--- config.mk ---
export PLATFORM = sky130hd
export DESIGN_NAME = pcie_tx_arb
export DESIGN_NICKNAME = d
export VERILOG_FILES = /design/src/rtl/pcie_tx_arb.sv
export SDC_FILE = /design/constraint.sdc
export NUM_CORES = 1
export LEC_CHECK = 0
export CAP_MARGIN = 10
export CORE_ASPECT_RATIO = 1.2
export CORE_UTILIZATION = 40
export CTS_BUF_LIST = sky130_fd_sc_hd__clkbuf_2 sky130_fd_sc_hd__clkbuf_4 sky130_fd_sc_hd__clkbuf_8
export DETAILED_ROUTE_END_ITERATION = 16
export PLACE_DENSITY = 0.73
export SLEW_MARGIN = 20
export SYNTH_ARGS = -nofsm -noshare
export SYNTH_HDL_FRONTEND = slang
export SYNTH_SLANG_ARGS = --single-unit
--- constraint.sdc ---
create_clock -name clock -period 2.2 [get_ports clock]
set_clock_uncertainty 0.05 [all_clocks]
set_input_delay 0.44 -clock clock [delete_from_list [all_inputs] [get_ports clock]]
set_output_delay 0.44 -clock clock [all_outputs]
set_load 0.01 [all_outputs]
--- src/rtl/pcie_tx_arb.sv ---
// Three-requester TLP-granular round-robin arbiter feeding the PCIe TX stream
// through a two-entry output/skid stage.
module pcie_tx_arb #(
  parameter int COUNT_W = 16
) (
  input  logic               clock,
  input  logic               reset,
  input  logic               r0_valid,
  input  logic [63:0]        r0_data,
  input  logic               r0_1dw,
  input  logic               r0_last,
  output logic               r0_ready,
  input  logic               r1_valid,
  input  logic [63:0]        r1_data,
  input  logic               r1_1dw,
  input  logic               r1_last,
  output logic               r1_ready,
  input  logic               r2_valid,
  input  logic [63:0]        r2_data,
  input  logic               r2_1dw,
  input  logic               r2_last,
  output logic               r2_ready,
  output logic               s_axis_tx_tvalid,
  output logic [63:0]        s_axis_tx_tdata,
  output logic               s_axis_tx_1dw,
  output logic               s_axis_tx_tlast,
  input  logic               s_axis_tx_tready,
  output logic               busy,
  output logic [COUNT_W-1:0] pkt_count
);

  typedef struct packed {
    logic [63:0] data;
    logic        dw1;
    logic        last;
  } beat_t;

  typedef enum logic {IDLE, BUSY} state_t;

  function automatic logic [1:0] inc3(input logic [1:0] x);
    return (x == 2'd2) ? 2'd0 : x + 2'd1;
  endfunction

  logic [2:0]       req_valid, req_ready;
  beat_t [2:0]      req_beat;
  state_t           state, state_nx;
  logic [1:0]       g, g_nx, p, p_nx;
  logic [1:0]       c1, c2, pick;
  beat_t            o_beat, s_beat, acc_beat;
  logic             o_valid, s_valid, acc, drain;

  assign req_valid   = {r2_valid, r1_valid, r0_valid};
  assign req_beat[0] = beat_t'({r0_data, r0_1dw, r0_last});
  assign req_beat[1] = beat_t'({r1_data, r1_1dw, r1_last});
  assign req_beat[2] = beat_t'({r2_data, r2_1dw, r2_last});
  assign r0_ready    = req_ready[0];
  assign r1_ready    = req_ready[1];
  assign r2_ready    = req_ready[2];

  // search order p, p+1, p+2 (mod 3)
  assign c1   = inc3(p);
  assign c2   = inc3(c1);
  assign pick = req_valid[p]  ? p  :
                req_valid[c1] ? c1 : c2;

  // only the granted requester may move a beat, and only while the skid slot is free
  assign acc_beat = req_beat[g];
  assign acc      = (state == BUSY) && req_valid[g] && !s_valid;
  assign drain    = o_valid && s_axis_tx_tready;

  always_comb begin
    state_nx  = state;
    g_nx      = g;
    p_nx      = p;
    req_ready = '0;
    case (state)
      IDLE: begin
        if (|req_valid) begin
          state_nx = BUSY;
          g_nx     = pick;
        end
      end
      BUSY: begin
        req_ready[g] = ~s_valid;
        if (acc && acc_beat.last) begin
          state_nx = IDLE;
          p_nx     = inc3(g);
        end
      end
      default: state_nx = IDLE;
    endcase
  end

  always_ff @(posedge clock) begin
    if (reset) begin
      state     <= IDLE;
      g         <= '0;
      p         <= '0;
      o_valid   <= 1'b0;
      s_valid   <= 1'b0;
      o_beat    <= '0;
      s_beat    <= '0;
      pkt_count <= '0;
    end else begin
      state <= state_nx;
      g     <= g_nx;
      p     <= p_nx;
      if (drain && o_beat.last) pkt_count <= pkt_count + COUNT_W'(1);
      // acc implies S is empty, so an accepted beat goes to O if it frees up, else parks in S
      if (acc) begin
        if (!o_valid || drain) begin
          o_valid <= 1'b1;
          o_beat  <= acc_beat;
        end else begin
          s_valid <= 1'b1;
          s_beat  <= acc_beat;
        end
      end else if (drain) begin
        o_valid <= s_valid;
        if (s_valid) o_beat <= s_beat;
        s_valid <= 1'b0;
      end
    end
  end

  assign s_axis_tx_tvalid = o_valid;
  assign s_axis_tx_tdata  = o_beat.data;
  assign s_axis_tx_1dw    = o_beat.dw1;
  assign s_axis_tx_tlast  = o_beat.last;
  assign busy             = (state == BUSY) | o_valid | s_valid;

endmodule

Word-level counts from Yosys, hierarchy flattened. Cells that the tools add are included.

Register bits: 155. Output and inout port bits: 87. Bits of input ports: 204. Word-level logic and storage cells: 78.

Bitwise logic cells: 6. Equality and inequality tests: 5. Add/sub/neg operators: 4. Order comparisons: 4. Muxes and demuxes: 29. Reduce and logical (&&, ||, !) cells: 18.

Operators by type and width (number): $mux 66 (5); $bmux 66 s2 (1); $add 16x1->16 const B (1); $mux 1 (12); $mux 2 (5); $reduce_and 2->1 (5); $lt 2x3->1 const B (3); $add 2x1->2 const B (3); $bmux 1 s2 (3); $eq 2x2->1 const B (3); $logic_and 1x1->1 (6); $reduce_bool 2->1 (2); $and 3x3->3 (1); $mux 3 (1); $not 1->1 (3); $reduce_and 3->1 (1); $reduce_or 3->1 (1); $demux 1 s2 (1); $ge 2x1->1 const B (1); $logic_not 1->1 (2); $ne 2x1->1 const B (1); $ne 2x2->1 const B (1); $or 1x1->1 (2); $pmux 1 s2 (1); $logic_or 1x1->1 (1).

Depth between registers and ports, before layout. Gate-level depths: netlist of the first run.

Word-level depth: 7. Gate-level depth with buffers: 8. Mapped depth without buffers: 4.

Least setup slack after synthesis of the first run. No wires, ideal clock.

Path kind: reg2reg. From: register g[1]. To: register o_beat, in the netlist s_axis_tx_tdata[31]. Data arrival time: 1.700 ns. Cell stages (with the launch flop): 8. Clock period less this slack: 1.868 ns. Data required time: 2.032 ns. Path slack: 0.332 ns. Library setup time: 0.118 ns. Path buffers: 3. Cell sequence: dfxtp_1 -> buf_2 -> or3b_1 -> o2bb2ai_1 -> buf_2 -> buf_2 -> mux2i_1 -> o2bb2ai_2.

Cells in the longest elaborated chain, start to end: 6. Elaborated cells on any way between the ends: 12. Those cells by class: eq/ne (1); mux (6); reduce/logical (5).

Ends and longest elaborated chain: from (decl) (RTL line 47) `logic [1:0] g, g_nx, p, p_nx;`; from (signal assigned) (RTL line 106) `g <= g_nx;`; $bmux 1 s2 (RTL line 68) `assign acc = (state == BUSY) && req_valid[g] && !s_valid;`; $mux 1 (implied by the code) (RTL line 68); $logic_and 1x1->1 (2 in series) (RTL line 68); $ne 2x1->1 (no line) / $reduce_bool 2->1 (equally long branches); $reduce_and 3->1 (no line); to (signal assigned) (RTL line 113) `o_beat <= acc_beat;`; to (signal assigned) (RTL line 120) `if (s_valid) o_beat <= s_beat;`; to (decl) (RTL line 49) `beat_t o_beat, s_beat, acc_beat;`.

Parallel ways exist; a longest one is shown, timed or not. The select of a mux whose other input is x is not followed. A chain may end at the register's enable or synchronous reset.

Worst setup path after layout of the first run.
From: register o_valid, in the netlist s_axis_tx_tvalid. To: output s_axis_tx_tvalid.

RTL lines: from (decl) (RTL line 50) `logic o_valid, s_valid, acc, drain;`; from (signal assigned) (RTL line 119) `o_valid <= s_valid;`; to (decl) (RTL line 23) `output logic s_axis_tx_tvalid,`.

No word-level cell between the ends.

==> results.yml, run 1 <==
placed_design:
  gp_congestion: 0.7637
  placed_cells: 1314
  placed_area_sq_mm: 0.01129
  port_buffers: 290
  dp_hpwl_um: 16050
cts:
  clk_pin_slew_ns: 0.09
  cts.sinks: 155
  cts_max_level: 4
  cts_tree: "done"
  root_buffer: "clkbuf_8"
  hold_buffers: 0
  clock_latency_ns: 0.47
  post_cts_buffers: 0
  cts_buffers: 17
  cts.path.max_buffers: 2
floorplan:
  dieArea_sq_mm: 0.02024
  core_area_sq_mm: 0.01906
  num_rows: 55
  pin_count: 291
  die_w_um: 130.0
  initial_core_util_pct: 41.27
  die_h_um: 155.6
detailed_routing:
  wl_met1_um: 9809
  wl_um: 23030
  top_layer: "met4"
  wl_met3_um: 1329
  vias: 7341
  drc_errors: 0
  viasPerCell: 5.454
  wire_per_inst_um: 17.11
  first_pass_iters: 4
  ant_nets: 0
  wl_met2_um: 11630
  drt_iter0_drc: 330
yosys:
  syn_inst: 808
  yosysMostFrequentCell: "dfxtp_1"
  async_reset_ff_share_pct: 0
  ys_warn_count: 0
  synth_top_cell_by_area: "dfxtp_1"
  yosysSeqAreaShare_pct: 39.44
  synthDistinctLibCells: 42
  syn_area_sq_mm: 0.007868
  yosys-top-cells-count: "155 x dfxtp_1, 133 x mux2i_1, 132 x nor3_1"
  yosys-top-cells-area: "dfxtp_1 39%, mux2i_1 17%, o2bb2ai_1 11%"
  synth_flop_cell: "dfxtp_1"
  ys_ff_latch: 155
  synth_top_area_share_pct: 39.44
  synth_edf_count: 0
  synthesis.nets: 1013
  synth.avg_cell_area_sq_um: 9.737
worst_hold_path:
  min_path_cells: 1
  min-delay-start: "s_axis_tx_tdata[15]"
  min_to: "s_axis_tx_tdata[15]"
  hold_path.class: "flop to flop"
finish:
  antenna_cells: 0
  nets: 1282
  layout.cells.non_filler: 1346
  drive_above_1_share_pct: 11.65
  fin_util_pct: 61.38
  final_area_sq_mm: 0.01170
  areaGrowthSynthToFinish_pct: 48.71
grt:
  overflow: 0
  antenna_found_initial: 0
  grt_max_degree: 62
  grt_pass1_wl_um: 36430
  grt_usage_pct: 22.89
  grt_pass1_vias: 7059
pwr:
  p_clk_share_pct: 32.5
  intPower_mw: 4.820
  sw_frac_of_total_pct: 29.26
  total_leakage_power_nw: 3.760
  seq_power_share_pct: 42.6
  powerDensity_mw_per_mm2: 582.4
  vdd_ir_drop_max_mv: 0.3697
  combPwrFrac_pct: 24.9
  switchingPower_mw: 1.994
  power_mw: 6.814
status:
  status: "finished, final reports clean"
setup_path:
  rr_worst_depth: 6
  reg2reg_slack_ns: 0.18
  crit_required_ns: 1.71
  critPathMaxStageDelay_ns: 0.63
  cp.arrival_ns: 1.61
  r2r_start: "g[1]"
  crit_family: "buffers and inverters"
  worstPathMaxFanout: 10
  path_cells: "clkdlybuf4s50_1"
  slowest_stage: "clkdlybuf4s50_1"
  setup.worst_path.start_class: "flop"
  crit_start: "s_axis_tx_tvalid"
  path_class: "flop to output pin"
  crit_buf_inv: 1
  reg2reg_to: "s_axis_tx_tdata[2]"
  cp-end-kind: "output pin"
sta:
  slew_headroom_pct: 53.27
  fmax_mhz: 477.3
  fin_crit_ns: 2.095
  rsz0062_at_grt: "no"
  setup_viol: 0
  slew_viol_final: 0
  post-route-period-util_pct: 95.24
  hold_viol: 0
  tightestPinTransition_ns: 0.7010
job:
  maxCapViolCount: 0
-- layout make-up --
cell class,instances,area [sq um]
multi-input combinational,562,4392
fill,1633,7362
tap,256,320.3
timing repair buffer,336,3455
clock buffer,20,269.0
sequential,155,3108
clock inverter,12,137.6
inverter,5,18.77
-- placed cells by master (no fill, tap or decap), types with 4 or more instances in the layout --
master and instances:
dfxtp_1 153, nand2_1 6, buf_4 30, clkbuf_8 19, nor3_1 132, xor2_1 8, inv_1 5, a21oi_1 78
o2bb2ai_2 36, o21ai_0 7, or3_1 4, buf_12 17, o2bb2ai_1 95, nand4_1 6, nor2_1 17, nand3_1 5
clkdlybuf4s50_1 285, mux2i_1 133, or4_1 5
-- per-layer routing --
layer	vias to the layer above	global-route usage, %
li1	3618	-
met1	3492	27.78
met2	215	40.12
met3	16	4.904
met4	0	6.478
met5	-	0
-- power by group through the flow --
stage,clock [mW],combinational (mW),sequential (mW)
global placement,0,1.69,2.97
CTS,2.26,1.71,2.90
floorplan,0,0.899,2.97
detailed placement,0,1.71,2.97
finish,2.21,1.70,2.90
global route,2.38,1.82,2.91
-- sequential cells by signal, indices dropped and copies added (netlist names) --
register,count
s_beat,66
s_axis_tx_tdata,64
pkt_count,16
g,2
p,2
s_axis_tx_1dw,1
s_axis_tx_tlast,1
s_axis_tx_tvalid,1
s_valid,1
state,1
-- logic make-up after synthesis --
group | count (synthesis) | synth area share (%)
AO/OA/AOI/OAI | 229 | 24.32
AND/OR/NAND/NOR | 189 | 12.42
flip-flops | 155 | 39.44
multiplexers | 134 | 17.06
buffers and inverters | 91 | 5.598
XOR/XNOR | 9 | 1.002
adder cells (fa/ha/maj) | 1 | 0.1590
-- worst max-delay path by stage --
stage / endpoint / slack (ns) / cells after the start
2_1_floorplan: s_axis_tx_tdata[31] / 0.33 / 7
3_3_place_gp: s_axis_tx_tdata[30] / -0.006 / 8
4_1_cts: s_axis_tx_tvalid / 0.07 / 1
6_report: s_axis_tx_tvalid / 0.10 / 1
5_1_grt: s_axis_tx_tdata[2] / 0.01 / 6
3_5_place_dp: s_beat[46] / -0.04 / 6
-- per-stage QoR --
step / TNS [ns] / hold WS, ns / setup slack, ns
2_1_floorplan: 0 / 0.4385 / 0.3322
3_3_place_gp: -0.009623 / 0.3942 / -0.005827
3_5_place_dp: -0.1956 / 0.3980 / -0.04040
4_1_cts: 0 / 0.4209 / 0.06913
5_1_grt: 0 / 0.4352 / 0.01475
6_report: 0 / 0.4200 / 0.1048
-- repair_timing --
action / CTS / global route
gates resized for setup: 5 / 1
pin swaps: 0 / 0
endpoints found under the setup margin: 4 / 1
Power figures use the tool's default switching activity.
==> run 2, diff against run 1 <==
- ABC_AREA: not set -> 1
- PLACE_DENSITY: 0.73 -> 0.72
==> run 2 against run 1 <==
Against the previous run:
- via count up 26%
- sequential share of layout area decreased by 0.51 points
- maximum frequency up 2.3%
- worst setup slack better by 0.046 ns
- sequential power is 5% higher
- register-to-register slack better by 0.15 ns
- area after synthesis is 5.3% higher
- global-route usage grew 0.88 points
- total power increased by 7.9%
- utilization fell by 2.6 points
- largest cell class unchanged
- highest routed layer unchanged
==> results.yml, run 2 <==
cts:
  cts_tree: "done"
  clock_latency_ns: 0.45
  cts.sinks: 155
  cts_max_level: 4
  cts.path.max_buffers: 2
  hold_buffers: 0
  cts_buffers: 17
  root_buffer: "clkbuf_8"
  clk_pin_slew_ns: 0.08
floorplan:
  initial_core_util_pct: 40.89
  pin_count: 291
  dieArea_sq_mm: 0.02129
  die_h_um: 159.6
  die_w_um: 133.4
  core_area_sq_mm: 0.02025
  num_rows: 57
pwr:
  switchingPower_mw: 2.470
  total_leakage_power_nw: 5.200
  sw_frac_of_total_pct: 33.59
  power_mw: 7.355
  intPower_mw: 4.885
  vdd_ir_drop_max_mv: 0.3966
  seq_power_share_pct: 41.3
  p_clk_share_pct: 28.2
  combPwrFrac_pct: 30.4
  powerDensity_mw_per_mm2: 617.7
sta:
  worst_slack_ns: 0.1512
  slew_viol_final: 0
  hold_viol: 0
  rsz0062_at_grt: "no"
  post-route-period-util_pct: 93.13
  fin_crit_ns: 2.049
  tns_ns: 0
  slew_headroom_pct: 70.23
  fmax_mhz: 488.1
  tightestPinTransition_ns: 0.4466
  setup_viol: 0
  worst_hold_slack_ns: 0.4187
yosys:
  synthDistinctLibCells: 23
  yosysSeqAreaShare_pct: 37.46
  async_reset_ff_share_pct: 0
  synth_top_cell_by_area: "dfxtp_1"
  synth.avg_cell_area_sq_um: 5.854
  yosys-top-cells-count: "656 x nand2_1, 171 x nor2_1, 155 x dfxtp_1"
  synth_edf_count: 0
  yosys-top-cells-area: "dfxtp_1 37%, nand2_1 30%, nand3_1 8.6%"
  ys_ff_latch: 155
  syn_inst: 1415
  ys_warn_count: 0
  synth_top_area_share_pct: 37.46
  synth_flop_cell: "dfxtp_1"
  synthesis.nets: 1620
  syn_area_sq_mm: 0.008283
  yosysMostFrequentCell: "nand2_1"
detailed_routing:
  wl_um: 25460
  drt_iter0_drc: 591
  wire_per_inst_um: 13.05
  viasPerCell: 4.754
  drc_errors: 0
  vias: 9271
  ant_nets: 0
  first_pass_iters: 5
grt:
  antenna_found_initial: 2
  grt_pass1_vias: 8202
  overflow: 0
  grt_usage_pct: 23.77
  grt_max_degree: 74
  grt_pass1_wl_um: 40770
setup_path:
  worstPathMaxFanout: 4
  cp-end-kind: "output pin"
  cp.arrival_ns: 1.56
  crit_required_ns: 1.71
  path_class: "flop to output pin"
  rr_worst_depth: 9
  setup.worst_path.start_class: "flop"
worst_hold_path:
  min_path_cells: 2
  hold_path.class: "flop to flop"
placed_design:
  placed_area_sq_mm: 0.01153
  place_ws_ns: 0.04402
  port_buffers: 290
  gp_congestion: 0.8401
  dp_hpwl_um: 17620
finish:
  mostFrequentLayoutCells: "654 x nand2_1, 286 x clkdlybuf4s50_1, 168 x nor2_1, 155 x dfxtp_1, 142 x nand3_1"
  final_area_sq_mm: 0.01191
  areaGrowthSynthToFinish_pct: 43.76
  nets: 1875
  fillCellCount: 1996
  top_register: "s_beat"
  drive_above_1_share_pct: 4.516
  layout_commonest_cell: "nand2_1"
  largest_reg_flops: 66
status:
  status: "finished, final reports clean"
job:
  maxCapViolCount: 0
run 2: worst paths after layout:
| check | start | to | slack [ns] |
|---|---|---|---|
| worst max register to register | state | s_axis_tx_tdata[14] | 0.33 |
| worst min-delay path | s_beat[19] | s_beat[19] | 0.42 |
| worst max-delay path | s_valid | busy | 0.15 |
| worst min register to register | s_beat[19] | s_beat[19] | 0.42 |
run 2: per-layer routing:
metal	wire [um]	global-route usage (%)	vias to the layer above
li1	-	-	4855
met1	10750	27.95	4103
met2	12360	41.43	280
met3	1658	5.524	33
met4	683	9.298	0
met5	0	0	-
run 2: power groups by stage:
stage / combinational [mW] / sequential [mW] / clock [mW]
floorplan: 1.10 / 3.17 / 0
detailed placement: 2.25 / 3.11 / 0
global route: 2.47 / 3.06 / 2.25
global placement: 2.24 / 3.10 / 0
finish: 2.24 / 3.04 / 2.08
CTS: 2.26 / 3.04 / 2.12
run 2: critical path, cell delays in order, from the launching register on:
cell and delay, ns:
dfxtp_1 0.42, nor2_1 0.07, nand2_1 0.05, clkdlybuf4s50_1 0.57
run 2: cell families after synthesis:
logic type	synth area share, %
DFF	37.46
AOI/OAI and AO/OA	5.967
xor gates and xnor gates	0.1058
and+or+nand+nor	46.81
buffers and inverters	9.501
adders and majority gates	0.1510
run 2: cell type report:
class	instances	area (sq um)	share of cell area (%)
sequential	155	3103	26.06
inverter	95	356.6	2.995
clock buffer	17	234.0	1.965
clock inverter	15	141.4	1.187
multi-input combinational	1078	4443	37.31
timing repair buffer	323	3293	27.66
tap	265	331.6	2.784
antenna	2	5.005	0.04203
run 2: per-stage QoR:
step,util [%],instances
after global routing,58.77,1948
after floorplan,-,1415
after global placement,56.92,1916
after detailed placement,56.92,1916
final,58.79,1950
after CTS,58.76,1948
run 2: repair_timing:
item,4_1_cts,5_1_grt
endpoints found under the setup margin,3,1
resized for setup,3,1
pin swaps,0,0
setup buffers,0,0
==> run 3, diff against run 2 <==
- PLACE_DENSITY: 0.72 -> 0.81
- REMOVE_ABC_BUFFERS: not set -> 1
==> run 3 against run 2 <==
Against the previous run:
- non-clock buffer count shrank 7
- largest cell class unchanged
- combinational power down 2%
- maximum frequency down 1.2%
- critical path depth is the same
- final area decreased by 0.32%
==> results.yml, run 3 (synthesized netlist as in run 2, its figures left out) <==
detailed_routing:
  wl_um: 24670
  vias: 9390
  first_pass_iters: 5
  drc_errors: 0
  viasPerCell: 4.835
  drt_iter0_drc: 451
  ant_nets: 0
  wire_per_inst_um: 12.70
finish:
  drive_above_1_share_pct: 4.177
  largest_reg_flops: 66
  fin_util_pct: 58.61
  areaGrowthSynthToFinish_pct: 43.31
  layout_commonest_cell: "nand2_1"
  mostFrequentLayoutCells: "654 x nand2_1, 286 x clkdlybuf4s50_1, 168 x nor2_1, 154 x dfxtp_1, 142 x nand3_1"
  top_register: "s_beat"
  nets: 1868
  fillCellCount: 1950
floorplan:
  dieArea_sq_mm: 0.02129
  die_w_um: 133.4
  initial_core_util_pct: 40.89
  num_rows: 57
  core_area_sq_mm: 0.02025
  die_h_um: 159.6
  pin_count: 291
worst_hold_path:
  hold_path.class: "flop to flop"
grt:
  overflow: 0
  antenna_found_initial: 1
  grt_pass1_wl_um: 40780
  grt_max_degree: 74
  grt_pass1_vias: 8602
  grt_usage_pct: 23.40
sta:
  worst_hold_slack_ns: 0.4180
  fin_crit_ns: 2.073
  slew_headroom_pct: 67.05
  post-route-period-util_pct: 94.24
  tns_ns: 0
  hold_viol: 0
  tightestPinTransition_ns: 0.4943
  fmax_mhz: 482.3
  slew_viol_final: 0
  rsz0062_at_grt: "no"
  setup_viol: 0
job:
  maxCapViolCount: 0
pwr:
  seq_power_share_pct: 40.6
  powerDensity_mw_per_mm2: 631.2
  switchingPower_mw: 2.407
  total_leakage_power_nw: 5.205
  vdd_ir_drop_max_mv: 0.3497
  p_clk_share_pct: 30.2
  intPower_mw: 5.086
  combPwrFrac_pct: 29.3
  sw_frac_of_total_pct: 32.12
setup_path:
  worstPathMaxFanout: 4
  path_class: "flop to output pin"
  reg2reg_to: "s_axis_tx_tdata[52]"
  setup.worst_path.start_class: "flop"
  rr_worst_depth: 8
  crit_end: "busy"
  cp-end-kind: "output pin"
  r2r_start: "state"
  crit_start: "s_valid"
  cp.arrival_ns: 1.58
  reg2reg_slack_ns: 0.27
  crit_required_ns: 1.71
cts:
  cts.sinks: 155
  clk_pin_slew_ns: 0.08
  cts_buffers: 17
  hold_buffers: 0
  cts_max_level: 4
  cts.path.max_buffers: 2
  root_buffer: "clkbuf_8"
  clock_latency_ns: 0.45
  cts_tree: "done"
placed_design:
  port_buffers: 290
  dp_hpwl_um: 16930
  gp_congestion: 0.8203
status:
  status: "finished, final reports clean"
[run 3: power by group through the flow]
stage	registers [mW]	logic, mW	clock network (mW)
floorplan	3.17	1.04	0
global route	3.06	2.42	2.44
global placement	3.10	2.17	0
detailed placement	3.10	2.20	0
CTS	3.04	2.21	2.31
finish	3.04	2.19	2.26
[run 3: worst min path at each step]
stage	startpoint	endpoint	slack (ns)	cells past startpoint
3_5_place_dp	s_beat[3]	s_beat[3]	0.41	2
3_3_place_gp	s_beat[24]	s_beat[24]	0.40	2
6_report	s_beat[51]	s_beat[51]	0.42	2
5_1_grt	s_beat[15]	s_beat[15]	0.43	2
2_1_floorplan	s_beat[0]	s_beat[0]	0.39	2
4_1_cts	s_beat[23]	s_beat[23]	0.42	2
[run 3: metal layers]
| metal | global-route usage (%) | routed length (um) | vias to the layer above |
|---|---|---|---|
| met5 | 0 | 0 | - |
| met2 | 42.42 | 12600 | 295 |
| met4 | 9.452 | 649 | 0 |
| li1 | - | - | 4838 |
| met1 | 26.85 | 10200 | 4213 |
| met3 | 4.127 | 1220 | 44 |
[run 3: timing repair]
item / CTS / global route
setup buffers: 0 / 0
endpoints found under the setup margin: 3 / 0
resized for setup: 4 / 0
[run 3: worst max-delay path, cell delays in order (launching register included)]
cell and delay (ns):
dfxtp_1 0.43, nor2_1 0.08, nand2_1 0.09, clkdlybuf4s50_1 0.55
[run 3: layout make-up]
| class | count | area, sq um | area share, % |
|---|---|---|---|
| clock inverter | 14 | 168.9 | 1.423 |
| clock buffer | 18 | 241.5 | 2.034 |
| timing repair buffer | 316 | 3214 | 27.08 |
| tap | 265 | 331.6 | 2.793 |
| inverter | 95 | 356.6 | 3.004 |
| sequential | 155 | 3104 | 26.15 |
| antenna | 1 | 2.502 | 0.02108 |
| multi-input combinational | 1078 | 4451 | 37.49 |
[run 3: per-stage QoR]
step / area (sq um) / std cells / power, mW / setup slack (ns)
global placement: 11460 / 1909 / 5.273 / 0.1332
detailed placement: 11460 / 1909 / 5.305 / 0.05612
global route: 11870 / 1942 / 7.923 / 0.04511
finish: 11870 / 1942 / 7.493 / 0.1267
CTS: 11870 / 1941 / 7.563 / 0.09166
floorplan: 7853 / 1328 / 4.209 / -4.608
